$ cat src/rtl/powlib_ipmaxilite.sv
// powlib_ipmaxilite: PLB-to-AXI4-Lite master bridge, one single-beat transaction in flight.
// Define POWLIB_IPMAXI_ERRCNT_EN to build the saturating non-OKAY response counter on errcnt.
module powlib_ipmaxilite #(
   parameter int unsigned B_BPD = 4,
   parameter int unsigned B_AW = 32,
   parameter int unsigned B_OPW = 4,
   parameter logic [B_AW-1:0] B_BASE = '0,
   parameter logic [B_OPW-1:0] OP_WRITE = '0,
   parameter logic [B_OPW-1:0] OP_READ = B_OPW'(1),
   localparam int unsigned B_DW = 8*B_BPD,
   localparam int unsigned B_BEW = B_BPD,
   localparam int unsigned B_WW = B_DW+B_BEW+B_OPW
) (
   input  logic              clk,
   input  logic              rst,
   input  logic [B_AW-1:0]   wraddr,
   input  logic [B_WW-1:0]   wrdata,
   input  logic              wrvld,
   output logic              wrrdy,
   output logic [B_AW-1:0]   rdaddr,
   output logic [B_WW-1:0]   rddata,
   output logic              rdvld,
   input  logic              rdrdy,
   output logic [B_AW-1:0]   awaddr,
   output logic              awvalid,
   input  logic              awready,
   output logic [B_DW-1:0]   wdata,
   output logic [B_BEW-1:0]  wstrb,
   output logic              wvalid,
   input  logic              wready,
   input  logic [1:0]        bresp,
   input  logic              bvalid,
   output logic              bready,
   output logic [B_AW-1:0]   araddr,
   output logic              arvalid,
   input  logic              arready,
   input  logic [B_DW-1:0]   rdata,
   input  logic [1:0]        rresp,
   input  logic              rvalid,
   output logic              rready,
   output logic [7:0]        errcnt
);

   typedef enum logic [2:0] {IDLE, WR_REQ, WR_RSP, RD_REQ, RD_RSP, RD_RET} state_t;

   state_t           state, state_nxt;
   logic [B_OPW-1:0] req_op;
   logic             wr_acc;

   assign req_op = wrdata[B_DW+B_BEW +: B_OPW];
   assign wr_acc = wrvld && wrrdy;

   always_comb begin
      state_nxt = state;
      case (state)
         IDLE: begin
            if (wr_acc) begin
               if (req_op == OP_WRITE)
                  state_nxt = WR_REQ;
               else if (req_op == OP_READ)
                  state_nxt = RD_REQ;
            end
         end
         // AW and W complete independently; leave once neither is still pending.
         WR_REQ:  if ((!awvalid || awready) && (!wvalid || wready)) state_nxt = WR_RSP;
         WR_RSP:  if (bvalid) state_nxt = IDLE;
         RD_REQ:  if (arready) state_nxt = RD_RSP;
         RD_RSP:  if (rvalid) state_nxt = RD_RET;
         RD_RET:  if (rdrdy) state_nxt = IDLE;
         default: state_nxt = IDLE;
      endcase
   end

   // Handshake flags are decoded from the next state so every output is a flop.
   always_ff @(posedge clk or posedge rst) begin
      if (rst) begin
         state   <= IDLE;
         wrrdy   <= 1'b0;
         bready  <= 1'b0;
         arvalid <= 1'b0;
         rready  <= 1'b0;
         rdvld   <= 1'b0;
         awvalid <= 1'b0;
         wvalid  <= 1'b0;
         awaddr  <= '0;
         araddr  <= '0;
         wdata   <= '0;
         wstrb   <= '0;
         rdaddr  <= '0;
         rddata  <= '0;
      end else begin
         state   <= state_nxt;
         wrrdy   <= (state_nxt == IDLE);
         bready  <= (state_nxt == WR_RSP);
         arvalid <= (state_nxt == RD_REQ);
         rready  <= (state_nxt == RD_RSP);
         rdvld   <= (state_nxt == RD_RET);
         if (state == IDLE && wr_acc) begin
            if (req_op == OP_WRITE) begin
               awaddr  <= wraddr - B_BASE;
               wdata   <= wrdata[0 +: B_DW];
               wstrb   <= wrdata[B_DW +: B_BEW];
               awvalid <= 1'b1;
               wvalid  <= 1'b1;
            end else if (req_op == OP_READ) begin
               araddr <= wraddr - B_BASE;
               rdaddr <= B_AW'(wrdata[0 +: B_DW]);
            end
         end
         if (state == WR_REQ) begin
            if (awready) awvalid <= 1'b0;
            if (wready)  wvalid  <= 1'b0;
         end
         if (state == RD_RSP && rvalid)
            rddata <= {OP_WRITE, {B_BEW{1'b1}}, rdata};
      end
   end

`ifdef POWLIB_IPMAXI_ERRCNT_EN
   logic err_hit;

   assign err_hit = (bvalid && bready && bresp != 2'b00) ||
                    (rvalid && rready && rresp != 2'b00);

   always_ff @(posedge clk or posedge rst) begin
      if (rst)
         errcnt <= '0;
      else if (err_hit && errcnt != 8'hFF)
         errcnt <= errcnt + 8'd1;
   end
`else
   logic unused_resp;

   assign unused_resp = ^{bresp, rresp};
   assign errcnt = 8'h00;
`endif

endmodule

$ cat config.mk
export PLATFORM = sky130hd
export DESIGN_NAME = powlib_ipmaxilite
export DESIGN_NICKNAME = d
export VERILOG_FILES = /design/src/rtl/powlib_ipmaxilite.sv
export SDC_FILE = /design/constraint.sdc
export NUM_CORES = 1
export LEC_CHECK = 0
export ABC_AREA = 1
export BUFFER_PORTS_ARGS = -buffer_cell sky130_fd_sc_hd__buf_2
export CORE_ASPECT_RATIO = 0.9
export CORE_UTILIZATION = 35
export CTS_CLUSTER_SIZE = 16
export DETAILED_ROUTE_END_ITERATION = 16
export GPL_TIMING_DRIVEN = 0
export SLEW_MARGIN = 20
export SYNTH_ARGS = -nofsm -noshare
export SYNTH_HDL_FRONTEND = slang
export SYNTH_SLANG_ARGS = --single-unit
$ cat constraint.sdc
create_clock -name clk -period 7.19 [get_ports clk]
set_input_delay 0.3595 -clock clk [delete_from_list [all_inputs] [get_ports clk]]
set_output_delay 0.3595 -clock clk [all_outputs]
set_load 0.05 [all_outputs]
==> summary by stage <==
Floorplanning
The initial standard-cell utilization of the core is 0.358. The floorplan has 49 rows. The horizontal die dimension is 153 µm. 304 I/O pins were placed.

The floorplan step set the die height to 138 µm. The area of the die is 0.0211 mm². The total area inside the core boundary comes to 0.0200 mm².

Global routing
The residual overflow from global routing is 0. For this run, global-route usage on met2 was measured as 0.291. met2 is the most crowded layer. Entering global routing, the biggest net connects 98 pins. The total routing usage reported by global routing is 0.182.

For this run, global-route usage on met1 was measured as 0.240. The first global-routing pass estimated 29.3 mm of wire. The met3 capacity usage during global routing is 0.0532. The via count of the first global-routing pass is 5336. The initial antenna violation count is 0.

Yosys
The cell taking the most area after synthesis is sky130_fd_sc_hd__dfrtp_1. Averaged over all synthesized cells, the footprint is 11.0 µm². Sorting the synthesized cells by area gives the leading types as sky130_fd_sc_hd__dfrtp_1 (61%), sky130_fd_sc_hd__o21ai_2 (9.3%), sky130_fd_sc_hd__nand2_1 (8.4%). The cell area after synthesis is 0.00717 mm². Ranked by instance count, the synthesized netlist is headed by sky130_fd_sc_hd__dfrtp_1 (175), sky130_fd_sc_hd__nand2_1 (161), sky130_fd_sc_hd__inv_1 (79). During synthesis, Yosys emitted a total of 0 warnings.

Of all flip-flops after synthesis, the portion carrying an async set or reset was 1.00. Synthesis inferred 175 register bits. The most common cell in the netlist is sky130_fd_sc_hd__dfrtp_1. The top flip-flop cell by instance count after synthesis is sky130_fd_sc_hd__dfrtp_1. Yosys mapped the design onto 24 distinct sky130hd cell types. The share of synthesized area in the top cell type comes to 0.610. The sequential cell area fraction in the yosys report is 0.610. In this run, synthesis inferred 0 flip-flops with an integrated enable. The synthesized netlist cell count is 652.

CTS
The TritonCTS sink count is 175. TritonCTS built the clock tree. In this run the deepest clock path goes through 2 buffers. After clock tree synthesis, the setup repair step added 0 buffers. Clock-pin slew was measured on the worst setup and hold paths at 0.07 ns. The H-tree was split into 4 levels.

The number of gates resized after CTS is 0. For the worst-skew pair, the clock arrives at the later sink with an insertion delay of 0.43 ns. The number of buffers inserted for hold repair after clock tree synthesis is 0. In this run the clock root is driven by a sky130_fd_sc_hd__clkbuf_16. The number of buffers created by CTS is 17.

Power and ir drop
Dividing total power by cell area gives a power density of 547 mW/mm². Of the total power, the share spent switching nets is 0.525. The switching power of the nets is 0.00274 W. VDD sags by at most 0.000339 V. In this run the static leakage power is 5.46 nW.

The share of power burned in the clock network is 0.165. The share of total power dissipated in combinational logic is 0.520. The share of total power dissipated in sequential elements is 0.316. Internal power comes to 0.00248 W.

Finish
The number of antenna cells inserted is 0. Compared with the post-synthesis result, the final layout area differs by 33.0%. The proportion of layout cells with a drive suffix above 1 is 0.485. The layout net count is 1087. The filler-free cell count of the finished design is 1237.

Routing
The post-detailed-route DRC marker count is 0. The total routed wirelength is 18.7 mm. The average wire per cell in the routed design is 15.1 µm. The per-cell via count in the routed design is 4.36. The detail route stage leaves a number of antenna-violating nets equal to 0. For this block, the initial DRC count from the detailed router was 209. The length of the first detailed-routing pass in iterations is 4.

The routed layout has 5392 vias.

Timing
The count of final hold-check violations is 5. The slew at the pin closest to its max-slew limit is 0.609 ns. Setup violations remaining at the end of the flow were counted as 0. Of the available clock period, the critical path in the final layout requires 0.227. The final-layout worst hold slack is -0.0122 ns. The final count of pins violating max slew is 0. Setup repair after global routing left no endpoint under its margin. In the final timing run, aggregate negative setup slack is 0 ns.

For this run, the top clock speed supported by timing is 613 MHz. The headroom to the max-slew limit is 0.594. Subtracting the final worst setup slack from the clock period gives 1.63 ns. Between clock sinks in the finished design, the worst skew comes to 0.00842 ns.

Hold path
In this run the worst hold path is classified as input pin to asynchronous set/reset pin.

Job
Across the run, the number of max-cap violations was 0.

Critical path
The worst setup path is captured at a register. Of all nets on the critical path, the largest fanout is 10. Measured in cells, the most critical reg-to-reg path has a length of 6. The data required time at the worst endpoint is 7.48 ns. For the worst setup path, the data arrival time is 1.92 ns. The kind of start point of the critical path is a register.

The critical path in this run is classified as register to register.

Run status
The final reports fail on negative hold slack. The run finished, with violations left.

Place
Including well taps, the total number of placed cells is 1206. The congestion estimate from routability-driven global placement came to 0.731. The post-detailed-placement half-perimeter wirelength is 13.4 mm. In this run the tool buffered the top-level ports with 287 buffer cells.
[power groups by stage]
| stage | Sequential [W] | Combinational [W] | Clock (W) |
|---|---|---|---|
| 4_1_cts | 0.00165 | 0.00273 | 0.000888 |
| 6_report | 0.00165 | 0.00271 | 0.000859 |
| 3_3_place_gp | 0.00165 | 0.00271 | 0 |
| 5_1_grt | 0.00171 | 0.00286 | 0.000924 |
| 3_5_place_dp | 0.00166 | 0.00273 | 0 |
| 2_1_floorplan | 0.00320 | 0.000539 | 0 |
[area by class of cell]
type	instances	area (µm²)
flip-flops and latches	175	4380
repair buffers	288	1460
clock buffers	18	429
clock inverters	13	106
well taps	255	319
inverters	79	304
fillers	1933	10500
multi-input cells	363	2130
plain buffers	46	407
[registers in the layout, summed over array words and instances (netlist names), 3 cells and up]
signal  cells
rdaddr     32
state       3
awaddr     32
rddata     33
araddr     32
wstrb       4
wdata      32
[worst max-delay path: stages (launching register included)]
cell and delay (ns):
sky130_fd_sc_hd__dfrtp_1 0.43, sky130_fd_sc_hd__inv_1 0.15, sky130_fd_sc_hd__nand2_4 0.14, sky130_fd_sc_hd__nor2_8 0.05, sky130_fd_sc_hd__nand3_4 0.12, sky130_fd_sc_hd__clkbuf_1 0.50, sky130_fd_sc_hd__o21ai_1 0.12
[final timing paths]
kind,startpoint,end,slack (ns)
setup / recovery,state[2],awaddr[16],5.56
hold / removal,rst,rdaddr[30],-0.01
setup reg to reg,state[2],awaddr[16],5.56
hold reg to reg,wstrb[3],wstrb[3],0.47
max in group asynchronous,rst,rddata[11],6.32
min in group clk,wready,wvalid,0.12
[metal layers]
metal	vias up	routed length, µm
li1	2673	-
met2	163	8930
met5	-	0
met1	2540	8460
met4	0	242
met3	16	1040
[cells in the final DEF, fill, tap and decap left out, types with 2 or more instances in the layout]
| cell type | Yosys | routed |
|---|---|---|
| sky130_fd_sc_hd__o21ai_1 | 50 | 50 |
| sky130_fd_sc_hd__inv_1 | 79 | 78 |
| sky130_fd_sc_hd__buf_2 | 4 | 291 |
| sky130_fd_sc_hd__clkinv_4 | 0 | 2 |
| sky130_fd_sc_hd__buf_4 | 15 | 15 |
| sky130_fd_sc_hd__nand3_1 | 5 | 5 |
| sky130_fd_sc_hd__nor2_1 | 13 | 13 |
| sky130_fd_sc_hd__inv_8 | 0 | 2 |
| sky130_fd_sc_hd__mux2_2 | 32 | 32 |
| sky130_fd_sc_hd__nand2_1 | 161 | 161 |
| sky130_fd_sc_hd__dfrtp_1 | 175 | 175 |
| sky130_fd_sc_hd__o21ai_2 | 76 | 76 |
| sky130_fd_sc_hd__clkinvlp_4 | 0 | 5 |
| sky130_fd_sc_hd__clkbuf_16 | 0 | 17 |
| sky130_fd_sc_hd__conb_1 | 1 | 12 |
| sky130_fd_sc_hd__buf_6 | 23 | 23 |
| sky130_fd_sc_hd__a21oi_1 | 3 | 3 |
| sky130_fd_sc_hd__clkbuf_1 | 4 | 5 |
| sky130_fd_sc_hd__inv_6 | 0 | 4 |
| sky130_fd_sc_hd__o21ai_0 | 2 | 2 |
[cells by family after synthesis]
family	share of synthesized area
AO/OA/AOI/OAI	0.131
buffers and inverters	0.0980
flip-flops	0.610
multiplexers	0.0502
other	0.000523
AND/OR/NAND/NOR	0.110
[metrics by stage]
| stage | instance area (µm²) | total power, W | hold WS (ns) | utilization | worst slack (ns) |
|---|---|---|---|---|---|
| 6_report | 9540 | 0.00522 | -0.0122 | 0.476 | 5.56 |
| 5_1_grt | 9540 | 0.00549 | 0.0327 | 0.476 | 5.34 |
| 4_1_cts | 9540 | 0.00527 | 0.0119 | 0.476 | 5.48 |
| 3_5_place_dp | 9010 | 0.00439 | 0.457 | 0.449 | 5.50 |
| 3_3_place_gp | 8970 | 0.00436 | 0.451 | 0.447 | -0.147 |
| 2_1_floorplan | 7220 | 0.00374 | 0.444 | - | 2.09 |
No activity file was read; power rests on OpenSTA's default activity.
